===== config.mk =====
export PLATFORM = sky130hd
export DESIGN_NAME = watch_display_flat
export DESIGN_NICKNAME = d
export VERILOG_FILES = /design/src/rtl/watch_display_if.sv /design/src/rtl/watch_display.sv /design/src/flat_wrapper.sv
export SDC_FILE = /design/constraint.sdc
export NUM_CORES = 1
export LEC_CHECK = 0
export CORE_ASPECT_RATIO = 0.9
export CORE_MARGIN = 2
export CORE_UTILIZATION = 55
export CTS_CLUSTER_DIAMETER = 100
export DETAILED_ROUTE_END_ITERATION = 8
export GPL_ROUTABILITY_DRIVEN = 0
export GPL_TIMING_DRIVEN = 0
export PLACE_DENSITY_LB_ADDON = 0.12
export RECOVER_POWER = 50
export SYNTH_ARGS = -nofsm -noshare
export SYNTH_HDL_FRONTEND = slang
export SYNTH_SLANG_ARGS = --single-unit

===== constraint.sdc =====
create_clock -name clk -period 3.2 [get_ports clk]
set_input_delay 0.32 -clock clk [delete_from_list [all_inputs] [get_ports clk]]
set_output_delay 0.32 -clock clk [all_outputs]
set_load 0.01 [all_outputs]

===== src/rtl/watch_display_if.sv =====
// watch_display_if: BCD digits from the watch block plus the display pins.
// master drives digits and observes pins; slave is the display driver.
interface watch_display_if;
  logic [3:0] Hour1;
  logic [3:0] Hour2;
  logic [3:0] Min1;
  logic [3:0] Min2;
  logic [3:0] an_n;
  logic [6:0] seg_n;
  logic       dp_n;

  modport master (
    output Hour1, Hour2, Min1, Min2,
    input  an_n, seg_n, dp_n
  );

  modport slave (
    input  Hour1, Hour2, Min1, Min2,
    output an_n, seg_n, dp_n
  );
endinterface


===== src/rtl/watch_display.sv =====
// watch_display: 4-digit multiplexed HH:MM common-anode seven-segment driver.
// Ports: clk, rst_n (async, active-low), dsp (watch_display_if.slave:
//   Hour1/Hour2/Min1/Min2 BCD in; an_n[3:0], seg_n[6:0] {g..a}, dp_n out).
// Option: define WATCH_DISP_BLANK_LZ_EN to blank a leading hours zero.
module watch_display #(
  parameter int SCAN_DIV     = 1000,
  parameter int BLINK_FRAMES = 125
) (
  input  logic      clk,
  input  logic      rst_n,
  watch_display_if.slave dsp
);

  localparam int PW = $clog2(SCAN_DIV);
  localparam int FW = (BLINK_FRAMES > 1) ? $clog2(BLINK_FRAMES) : 1;

  logic [PW-1:0]  pre_q, pre_d;
  logic [1:0]     sel_q, sel_d;
  logic           started_q, started_d;
  logic [3:0][3:0] snap_q, snap_d;
  logic [FW-1:0]  frame_cnt_q, frame_cnt_d;
  logic           colon_q, colon_d;
  logic [3:0]     an_q, an_d;
  logic [6:0]     seg_q, seg_d;
  logic           dp_q, dp_d;

  logic       tick;
  logic       wrap;
  logic [3:0] digit;
  logic       bad;
  logic [6:0] seg_dec;

  assign tick = (pre_q == PW'(SCAN_DIV - 1));
  assign wrap = tick && (sel_q == 2'd3);

  always_comb begin
    pre_d       = tick ? '0 : pre_q + PW'(1);
    sel_d       = tick ? sel_q + 2'd1 : sel_q;
    started_d   = started_q | tick;
    snap_d      = snap_q;
    frame_cnt_d = frame_cnt_q;
    colon_d     = colon_q;
    if (wrap) begin
      snap_d = {dsp.Min2, dsp.Min1, dsp.Hour2, dsp.Hour1};
    end
    // The start-up wrap opens frame 0 and is not counted.
    if (wrap && started_q) begin
      if (frame_cnt_q == FW'(BLINK_FRAMES - 1)) begin
        frame_cnt_d = '0;
        colon_d     = ~colon_q;
      end else begin
        frame_cnt_d = frame_cnt_q + FW'(1);
      end
    end
  end

  always_comb begin
    digit = snap_q[sel_q];
    bad   = (digit > 4'd9)
         || ((sel_q == 2'd0) && (digit > 4'd2))
         || ((sel_q == 2'd2) && (digit > 4'd5));
    unique case (digit)
      4'd0:    seg_dec = 7'b1000000;
      4'd1:    seg_dec = 7'b1111001;
      4'd2:    seg_dec = 7'b0100100;
      4'd3:    seg_dec = 7'b0110000;
      4'd4:    seg_dec = 7'b0011001;
      4'd5:    seg_dec = 7'b0010010;
      4'd6:    seg_dec = 7'b0000010;
      4'd7:    seg_dec = 7'b1111000;
      4'd8:    seg_dec = 7'b0000000;
      4'd9:    seg_dec = 7'b0010000;
      default: seg_dec = 7'b0111111;
    endcase
    if (bad) seg_dec = 7'b0111111;
`ifdef WATCH_DISP_BLANK_LZ_EN
    if ((sel_q == 2'd0) && (digit == 4'd0)) seg_dec = 7'b1111111;
`else
    seg_dec = seg_dec;
`endif
  end

  // Pins are computed from already-registered scan state, so anode
  // and segment changes land on the same edge.
  always_comb begin
    an_d  = 4'b1111;
    seg_d = 7'b1111111;
    dp_d  = 1'b1;
    if (started_q) begin
      an_d  = ~(4'b0001 << sel_q);
      seg_d = seg_dec;
      dp_d  = ~(colon_q && (sel_q == 2'd1));
    end
  end

  always_ff @(posedge clk or negedge rst_n) begin
    if (!rst_n) begin
      pre_q       <= '0;
      sel_q       <= 2'd3;
      started_q   <= 1'b0;
      snap_q      <= '0;
      frame_cnt_q <= '0;
      colon_q     <= 1'b0;
      an_q        <= 4'b1111;
      seg_q       <= 7'b1111111;
      dp_q        <= 1'b1;
    end else begin
      pre_q       <= pre_d;
      sel_q       <= sel_d;
      started_q   <= started_d;
      snap_q      <= snap_d;
      frame_cnt_q <= frame_cnt_d;
      colon_q     <= colon_d;
      an_q        <= an_d;
      seg_q       <= seg_d;
      dp_q        <= dp_d;
    end
  end

  assign dsp.an_n  = an_q;
  assign dsp.seg_n = seg_q;
  assign dsp.dp_n  = dp_q;

endmodule


===== src/flat_wrapper.sv =====
// flat-port wrapper written by rule: the top's interface ports become plain ports
module watch_display_flat 
#(
  parameter int SCAN_DIV     = 1000,
  parameter int BLINK_FRAMES = 125
)
  (clk, rst_n, dsp_Hour1, dsp_Hour2, dsp_Min1, dsp_Min2, dsp_an_n, dsp_seg_n, dsp_dp_n);
  watch_display_if dsp_i ();
  input  logic clk;
  input  logic rst_n;
  input wire logic [$bits(dsp_i.Hour1)-1:0] dsp_Hour1;
  input wire logic [$bits(dsp_i.Hour2)-1:0] dsp_Hour2;
  input wire logic [$bits(dsp_i.Min1)-1:0] dsp_Min1;
  input wire logic [$bits(dsp_i.Min2)-1:0] dsp_Min2;
  output wire logic [$bits(dsp_i.an_n)-1:0] dsp_an_n;
  output wire logic [$bits(dsp_i.seg_n)-1:0] dsp_seg_n;
  output wire logic [$bits(dsp_i.dp_n)-1:0] dsp_dp_n;
  assign dsp_i.Hour1 = dsp_Hour1;
  assign dsp_i.Hour2 = dsp_Hour2;
  assign dsp_i.Min1 = dsp_Min1;
  assign dsp_i.Min2 = dsp_Min2;
  assign dsp_an_n = dsp_i.an_n;
  assign dsp_seg_n = dsp_i.seg_n;
  assign dsp_dp_n = dsp_i.dp_n;
  watch_display #(.SCAN_DIV(SCAN_DIV), .BLINK_FRAMES(BLINK_FRAMES)) u_core (.clk(clk), .rst_n(rst_n), .dsp(dsp_i));
endmodule

== After elaboration in Yosys (flattened, before gate mapping) ==
Memories as Yosys holds them, arrays and structs flattened.
Index checks and enable logic that the tools add are counted.
Cells by class
  multiplexer cells: 8
  add/subtract/negate cells: 3
  bitwise operators: 4
  $lt $le $gt $ge: 4
  shifts and indexed selects: 1
  equality and inequality tests: 5
  reduce and logical (&&, ||, !) cells: 9
Operator list (count)
  $mux W7: 3
  $add A10 B1 Y10 const B: 1
  $eq A10 B10 Y1 const B: 1
  $mux W10: 1
  $bmux W4 S2: 1
  $mux W4: 2
  $add A7 B1 Y7 const B: 1
  $eq A7 B7 Y1 const B: 1
  $logic_and A1 B1 Y1: 5
  $eq A2 B2 Y1 const B: 2
  $gt A4 B2 Y1 const B: 1
  $gt A4 B3 Y1 const B: 1
  $gt A4 B4 Y1 const B: 1
  $not A4 Y4: 1
  $shl A1 B2 Y4 const A: 1
  $lt A2 B3 Y1 const B: 1
  $add A2 B1 Y2 const B: 1
  $eq A2 B1 Y1 const B: 1
  $logic_not A2 Y1: 1
  $logic_or A1 B1 Y1: 2
  $not A1 Y1: 2
  $reduce_and A2 Y1: 1
  $mux W1: 1
  $or A1 B1 Y1: 1
Storage, ports and cells
  memories kept: 1
  word-level logic and storage cells: 47
  bits of input ports: 18
  flip-flop bits (word level): 49
  ROM bits: 112
Memories
  (name not given): depth 16, width 7, read ports 1, clocked after memory_dff 0, wr ports 0, line watch_display.sv:62  | unique case (digit)

== Longest topological paths before layout ==
Gate-level depths: netlist of the first run.
  depth after elaboration: 8
  mapped depth: 8

== Worst setup path before layout of the first run ==
OpenSTA, ideal clock, no wires.
  kind: flip-flop to flip-flop
  start: register u_core.sel_q[0]
  end: register u_core.seg_q[5], in the netlist u_core.dsp.seg_n[5]
  clock period less this slack: 2.332 ns
  library setup time: 0.103 ns
  buffers on the path: 1
  path slack: 0.868 ns
  data required time: 3.097 ns
  data arrival time: 2.228 ns
  cell stages (with the launch flop): 9
  cell sequence: dfstp_2 > buf_6 > mux4_2 > inv_1 > ha_1 > o21ai_0 > o22a_1 > o21ai_1 > o2111ai_1
On the way
  word-level cells in the longest chain between the ends: 8
  elaborated cells on any way between the ends: 14
Ends and longest elaborated chain
  start, declared: line watch_display.sv:18  | logic [1:0] sel_q, sel_d;
  start signal, assigned: line watch_display.sv:109  | sel_q <= sel_d;
  $bmux W4 S2: line watch_display.sv:58  | digit = snap_q[sel_q];
  $mux W4 (implied by the code): line watch_display.sv:58
  $gt A4 B2 Y1: line watch_display.sv:60  | || ((sel_q == 2'd0) && (digit > 4'd2))
  $logic_and A1 B1 Y1: line watch_display.sv:60
  $logic_or A1 B1 Y1: line watch_display.sv:60
  $logic_or A1 B1 Y1: line watch_display.sv:61  | || ((sel_q == 2'd2) && (digit > 4'd5));
  $mux W7 *: line watch_display.sv:75  | if (bad) seg_dec = 7'b0111111;
  $mux W7 *: line watch_display.sv:89  | if (started_q) begin
  named net u_core.seg_d[5]: line watch_display.sv:24  | logic [6:0] seg_q, seg_d;
  end signal, assigned: line watch_display.sv:115  | seg_q <= seg_d;
  end, declared: line watch_display.sv:24
Mark *: on every way through the listed nets, which the timed path passes. The rest lies on a longest branch. The select of a mux whose other input is x is not followed.
A chain may end at the register's enable or synchronous reset.

== Worst setup path after layout of the first run ==
  start: register u_core.sel_q[0]
  end: register u_core.seg_q[0], in the netlist u_core.dsp.seg_n[0]
Same word-level chain as after synthesis.

==> flow_metrics.tcl, run 1 <==
set metrics [dict create \
    stdcell_area_sq_um 2890 \
    grt_use_total 0.185 \
    yosys-top-cells-area "sky130_fd_sc_hd__dfrtp_1 (36%), sky130_fd_sc_hd__dfstp_2 (15%), sky130_fd_sc_hd__mux2_2 (8.8%)" \
    ys_async_sr_fraction 1.00 \
    synth_warnings 0 \
    die_h_um 67.1 \
    grt-ovfl-total 0 \
    r2r_setup_slack_ns 0.50 \
    hold_path_class "reg2reg" \
    worstMarginPinSlew_ns 1.40 \
    finalHoldViolations 0 \
    yosysSeqAreaShare 0.512 \
    grt_max_degree 34 \
    run_status "completed" \
    die_area_sq_um 4970 \
    post_cts_resized 0 \
    synth_top_area_cell "sky130_fd_sc_hd__dfrtp_1" \
    synth_cell_types 43 \
    maximum_fanout_along_the_worst_path 9 \
    route.detailed.drc 0 \
    worst_ep_arrival_time_ns 2.90 \
    initial_antenna_violation_count 0 \
    layout-area-overhead-vs-synth_pct 19.0 \
    finish.utilization 0.696 \
    fp-row-count 22 \
    cts.path.max_buffers 2 \
    synthCells 207 \
    cp-start-kind "register" \
    totalNegativeSetupSlack_ns 0 \
    cts.root.buffer_cell "sky130_fd_sc_hd__clkbuf_8" \
    port_buffers 29 \
    number_of_pins_with_negative_max_slew_slack_in_the_final_report 0 \
    synthesis.area_per_instance_sq_um 11.7 \
    detail_routed_via_count_per_cell 5.32 \
    synthTopCellsByCount "sky130_fd_sc_hd__dfrtp_1 (35), sky130_fd_sc_hd__mux2_2 (19), sky130_fd_sc_hd__nand2_1 (15), sky130_fd_sc_hd__dfstp_2 (14)" \
    cts_htree_levels 2 \
    final.period_utilization 0.845 \
    clock_latency_ns 0.30 \
    whs_ns 0.450 \
    timing.final.crit_period_ns 2.70 \
    rsz0062_at_grt "no" \
    num_vias 1628 \
    drt-wirelength-per-cell_um 12.8 \
    max_freq_ghz 0.370 \
    worst_vdd_rail_ir_drop_uv 263 \
    worstPathRequired_ns 3.39 \
    grt_pass1_vias 1455 \
    max_cap_viol_count 0 \
    synthMostInstantiatedCell "sky130_fd_sc_hd__dfrtp_1" \
    path_class "reg2reg" \
    synth-edff-count 0 \
    dp_hpwl_um 2870 \
    cts_inserted_buffers 5 \
    antenna_cells_inserted 0 \
    worstSetupStartpoint "u_core.sel_q[0]$_DFFE_PN1N_" \
    power_w 0.00106 \
    synth_top_area_frac 0.360 \
    dpl-instance-area_sq_um 2810 \
    synth-seq-cells 49 \
    final_nets 275 \
    ant_nets 0 \
    worstReg2RegStart "u_core.sel_q[0]$_DFFE_PN1N_" \
    core-area_sq_um 4160 \
    fillCellCount 316 \
    slew-limit-headroom 0.0660 \
    worst_setup_path_endpoint "u_core.dsp.seg_n[0]$_DFF_PN1_" \
    first_iter_violations 114 \
    dieWidth_um 74.1 \
    synth_ff_type "sky130_fd_sc_hd__dfrtp_1" \
    tritoncts_clock_tree "done" \
    initial_core_util 0.585 \
    drive_gt1_frac 0.203 \
    cts_sinks 49 \
    power.density_cell_area_nw_per_um2 365 \
    final-setup-viol-count 0 \
    timing.critical_path.to_type "register" \
    ios 30 \
    wirelength_um 3930 \
    drt_first_pass_iters 4 \
    clk_pin_slew_worst_paths_ns 0.08 \
    lkg_pwr_nw 1.24 \
    syn_area_sq_um 2430 \
    mappedNetlistNets 237 \
    fin_worst_skew_ns 0.00494 \
    rr_worst_depth 8 \
    worstHoldPathCells 1 \
    grt_first_pass_wirelength_um 6770 \
    r2r-end "u_core.dsp.seg_n[0]$_DFF_PN1_" \
]
worst min path at each step:
stage	startpoint	endpoint	slack, ns
after global routing	u_core.pre_q[0]$_DFF_PN0_	u_core.pre_q[0]$_DFF_PN0_	0.49
after floorplan	rst_n	u_core.colon_q$_DFFE_PN0P_	0.02
after global placement	u_core.colon_q$_DFFE_PN0P_	u_core.dsp.dp_n$_DFF_PN1_	0.44
after CTS	rst_n	u_core.frame_cnt_q[4]$_DFFE_PN0P_	0.45
after detailed placement	rst_n	u_core.frame_cnt_q[4]$_DFFE_PN0P_	0.26
final	u_core.pre_q[0]$_DFF_PN0_	u_core.pre_q[0]$_DFF_PN0_	0.45
placed cells by master (no fill, tap or decap), types with 2 or more instances in the layout:
| cell type | instances |
|---|---|
| sky130_fd_sc_hd__a21oi_1 | 3 |
| sky130_fd_sc_hd__and2_1 | 2 |
| sky130_fd_sc_hd__and3_1 | 3 |
| sky130_fd_sc_hd__buf_2 | 4 |
| sky130_fd_sc_hd__buf_6 | 2 |
| sky130_fd_sc_hd__clkbuf_1 | 7 |
| sky130_fd_sc_hd__clkbuf_8 | 5 |
| sky130_fd_sc_hd__clkdlybuf4s50_1 | 28 |
| sky130_fd_sc_hd__dfrtp_1 | 35 |
| sky130_fd_sc_hd__dfstp_2 | 13 |
| sky130_fd_sc_hd__ha_1 | 12 |
| sky130_fd_sc_hd__inv_1 | 10 |
| sky130_fd_sc_hd__mux2_2 | 19 |
| sky130_fd_sc_hd__mux2i_1 | 3 |
| sky130_fd_sc_hd__mux4_2 | 4 |
| sky130_fd_sc_hd__nand2_1 | 15 |
| sky130_fd_sc_hd__nand2b_1 | 2 |
| sky130_fd_sc_hd__nand3_1 | 6 |
| sky130_fd_sc_hd__nand4_1 | 5 |
| sky130_fd_sc_hd__nor2_1 | 11 |
| sky130_fd_sc_hd__nor2b_1 | 4 |
| sky130_fd_sc_hd__o2111ai_1 | 3 |
| sky130_fd_sc_hd__o211a_1 | 2 |
| sky130_fd_sc_hd__o21ai_0 | 12 |
| sky130_fd_sc_hd__o21ai_1 | 3 |
| sky130_fd_sc_hd__o21bai_1 | 2 |
| sky130_fd_sc_hd__o31ai_1 | 3 |
| sky130_fd_sc_hd__xnor2_1 | 3 |
| sky130_fd_sc_hd__xor2_1 | 5 |
cell type report:
| type | count | area [sq um] | area share |
|---|---|---|---|
| repair buffers | 31 | 307 | 0.106 |
| well taps | 60 | 75.1 | 0.0259 |
| clock buffers | 7 | 76.3 | 0.0264 |
| plain buffers | 10 | 57.6 | 0.0199 |
| multi-input cells | 138 | 1090 | 0.377 |
| inverters | 10 | 37.5 | 0.0130 |
| clock inverters | 1 | 5.00 | 0.00173 |
| flip-flops and latches | 49 | 1240 | 0.430 |
registers in the layout, indices dropped and copies added, names as in the netlist:
register,flops
u_core.frame_cnt_q,7
u_core.colon_q,1
u_core.dsp.seg_n,7
u_core.dsp.dp_n,1
u_core.snap_q,16
u_core.started_q,1
u_core.pre_q,10
u_core.sel_q,2
u_core.dsp.an_n,4
stage by stage:
| stage | worst slack (ns) | std cells |
|---|---|---|
| after floorplan | 0.868 | 207 |
| after global placement | 0.476 | 296 |
| after detailed placement | 0.533 | 297 |
| after CTS | 0.519 | 306 |
| after global routing | 0.185 | 306 |
| final | 0.495 | 306 |
cells by family (layout without fill, tap and decap cells):
group,count (synthesis),after routing,share of synthesized area
mux,26,26,0.137
buf+inv,20,59,0.0391
fa+ha+maj,12,12,0.0618
flops,49,49,0.512
xor+xnor,8,8,0.0288
compound gates,35,35,0.0993
simple gates,57,57,0.122
power breakdown:
group,internal [W],switching [W]
sequential,0.000630,0.00000515
clock,0.000154,0.000193
combinational,0.0000403,0.0000350
critical path, stage by stage (launching register included):
cell and delay, ns:
sky130_fd_sc_hd__dfstp_1 0.58, sky130_fd_sc_hd__buf_6 0.17, sky130_fd_sc_hd__mux4_2 0.57, sky130_fd_sc_hd__inv_1 0.15, sky130_fd_sc_hd__ha_1 0.28, sky130_fd_sc_hd__o21ai_0 0.12
sky130_fd_sc_hd__o22a_1 0.20, sky130_fd_sc_hd__o21ai_1 0.31, sky130_fd_sc_hd__o2111ai_1 0.19
what timing repair did:
action                    in CTS  in global routing
buffers inserted               0                  0
hold buffers                   1                  0
hold endpoints to repair       5                  0
routing by layer:
layer,vias to the layer above,wire [um],track usage
li1,806,-,-
met1,778,1980,0.262
met2,37,1740,0.263
met3,7,152,0.0590
met4,0,59,0.0705
met5,-,0,0
Note: power is estimated with default switching activity, not from simulation.
==> run 2: changes to the inputs <==
==> constraint.sdc (replaced) <==
create_clock -name clk -period 2.8 [get_ports clk]
set_input_delay 0.28 -clock clk [delete_from_list [all_inputs] [get_ports clk]]
set_output_delay 0.28 -clock clk [all_outputs]
set_load 0.01 [all_outputs]
==> flow_metrics.tcl, run 2 (synthesis gave the netlist of run 1 again) <==
set metrics [dict create \
    critical_path.slowest_cell "sky130_fd_sc_hd__mux4_2" \
    max_cap_viol_count 0 \
    cts_htree_levels 2 \
    cts_sinks 49 \
    number_of_pins_with_negative_max_slew_slack_in_the_final_report 0 \
    worst_vdd_rail_ir_drop_uv 299 \
    hold_path_class "reg2reg" \
    ant_nets 0 \
    dp_hpwl_um 2870 \
    die_area_sq_um 4970 \
    initial_antenna_violation_count 0 \
    fillCellCount 316 \
    core-area_sq_um 4160 \
    final_common_cell "sky130_fd_sc_hd__dfrtp_1" \
    die_h_um 67.1 \
    cts_inserted_buffers 5 \
    cts.root.buffer_cell "sky130_fd_sc_hd__clkbuf_8" \
    registers.top_by_ff_count "u_core.snap_q" \
    wirelength_um 3920 \
    grt_max_degree 34 \
    cts.repair_timing.setup_buffer_count 0 \
    finalHoldViolations 0 \
    route.detailed.drc 0 \
    totalNegativeSetupSlack_ns 0 \
    drt_first_pass_iters 4 \
    timing.critical_path.to_type "register" \
    port_buffers 29 \
    dieWidth_um 74.1 \
    run_status "completed" \
    fp-row-count 22 \
    worst_ep_arrival_time_ns 2.76 \
    grt-ovfl-total 0 \
    cp-start-kind "register" \
    grt_use_total 0.185 \
    num_vias 1619 \
    final_nets 274 \
    clock_latency_ns 0.30 \
    initial_core_util 0.585 \
    largest_reg_flops 16 \
    tritoncts_clock_tree "done" \
    worstMarginPinSlew_ns 0.838 \
    clk_pin_slew_worst_paths_ns 0.08 \
    worstPathRequired_ns 3.00 \
    layout-area-overhead-vs-synth_pct 18.7 \
    drt-wirelength-per-cell_um 12.9 \
    final-setup-viol-count 0 \
    maximum_fanout_along_the_worst_path 9 \
    whs_ns 0.449 \
    final.period_utilization 0.911 \
    path_class "reg2reg" \
    max_freq_ghz 0.392 \
    lkg_pwr_nw 1.23 \
    regArea_sq_um 1240 \
    grt_pass1_vias 1455 \
    drive_gt1_frac 0.212 \
    slew-limit-headroom 0.441 \
    cp_cell_sequence "buf_6 -> mux4_2 -> inv_1 -> ha_1 -> o21ai_0 -> o22a_1 -> o21ai_2 -> o2111ai_1" \
    detail_routed_via_count_per_cell 5.31 \
    antenna_cells_inserted 0 \
    timing.final.crit_period_ns 2.55 \
    critical-path-max-stage-delay_ns 0.58 \
    first_iter_violations 114 \
    rsz0062_at_grt "no" \
    cts.path.max_buffers 2 \
    grt_first_pass_wirelength_um 6770 \
    fin_worst_skew_ns 0.00346 \
    ios 30 \
    final_cell_mix "sky130_fd_sc_hd__dfrtp_1 (35), sky130_fd_sc_hd__clkdlybuf4s50_1 (28), sky130_fd_sc_hd__mux2_2 (19)" \
    multi_input_area_sq_um 1100 \
    power.density_cell_area_nw_per_um2 418 \
    top_regs "u_core.snap_q: 16 flops, u_core.pre_q: 10 flops" \
]
==> run 2: repair_timing <==
item                       CTS  global route
hold endpoints to repair     5             0
gates resized for setup      0             1
setup endpoints to repair    0             5
hold buffers                 1             0
==> run 2: final cells by class <==
| type | instances | share of cell area |
|---|---|---|
| inverters | 10 | 0.0130 |
| plain buffers | 9 | 0.0186 |
| well taps | 60 | 0.0260 |
| multi-input cells | 138 | 0.380 |
| clock buffers | 7 | 0.0264 |
| flip-flops and latches | 49 | 0.431 |
| clock inverters | 1 | 0.00173 |
| repair buffers | 31 | 0.104 |
==> run 2: metal layers <==
metal  GRT usage  routed length (um)  vias to the layer above
met5           0                   0                        -
met1       0.262                1940                      780
met3      0.0590                 136                        7
li1            -                   -                      803
met2       0.263                1790                       29
met4      0.0705                  54                        0
==> run 2: critical path: cells and delay by family, from the launching register on <==
| kind | cells | cell delay (ns) |
|---|---|---|
| AOI/OAI and AO/OA | 4 | 0.72 |
| muxes | 1 | 0.58 |
| DFF | 1 | 0.57 |
| buffers and inverters | 2 | 0.31 |
| adders and majority gates | 1 | 0.27 |
==> run 2: worst paths after layout <==
kind | startpoint | end | slack [ns] | depth (start not counted)
min reg2reg | u_core.pre_q[0]$_DFF_PN0_ | u_core.pre_q[0]$_DFF_PN0_ | 0.45 | 1
min in group asynchronous | rst_n | u_core.frame_cnt_q[4]$_DFFE_PN0P_ | 0.58 | 2
min | u_core.pre_q[0]$_DFF_PN0_ | u_core.pre_q[0]$_DFF_PN0_ | 0.45 | 1
max in group asynchronous | rst_n | u_core.snap_q[14]$_DFFE_PN0N_ | 0.96 | 3
max | u_core.sel_q[0]$_DFFE_PN1N_ | u_core.dsp.seg_n[0]$_DFF_PN1_ | 0.25 | 8
max reg2reg | u_core.sel_q[0]$_DFFE_PN1N_ | u_core.dsp.seg_n[0]$_DFF_PN1_ | 0.25 | 8
==> run 2: power by group <==
group / total, W / leakage [nW] / internal, W / switching [W]
sequential: 0.000726 / 0.585 / 0.000720 / 0.00000583
combinational: 0.0000859 / 0.604 / 0.0000456 / 0.0000403
clock: 0.000396 / 0.0422 / 0.000176 / 0.000220
total: 0.00121 / 1.23 / 0.000941 / 0.000267
==> run 2: per-stage QoR <==
| stage | instances | power (W) | cell area (sq um) | worst slack, ns | util |
|---|---|---|---|---|---|
| 2_1_floorplan | 207 | 0.000778 | 2430 | 0.468 | - |
| 3_3_place_gp | 296 | 0.000823 | 2800 | 0.116 | 0.673 |
| 3_5_place_dp | 297 | 0.000827 | 2810 | 0.133 | 0.676 |
| 4_1_cts | 306 | 0.00123 | 2900 | 0.119 | 0.698 |
| 5_1_grt | 305 | 0.00126 | 2890 | 0.0549 | 0.694 |
| 6_report | 305 | 0.00121 | 2890 | 0.248 | 0.694 |
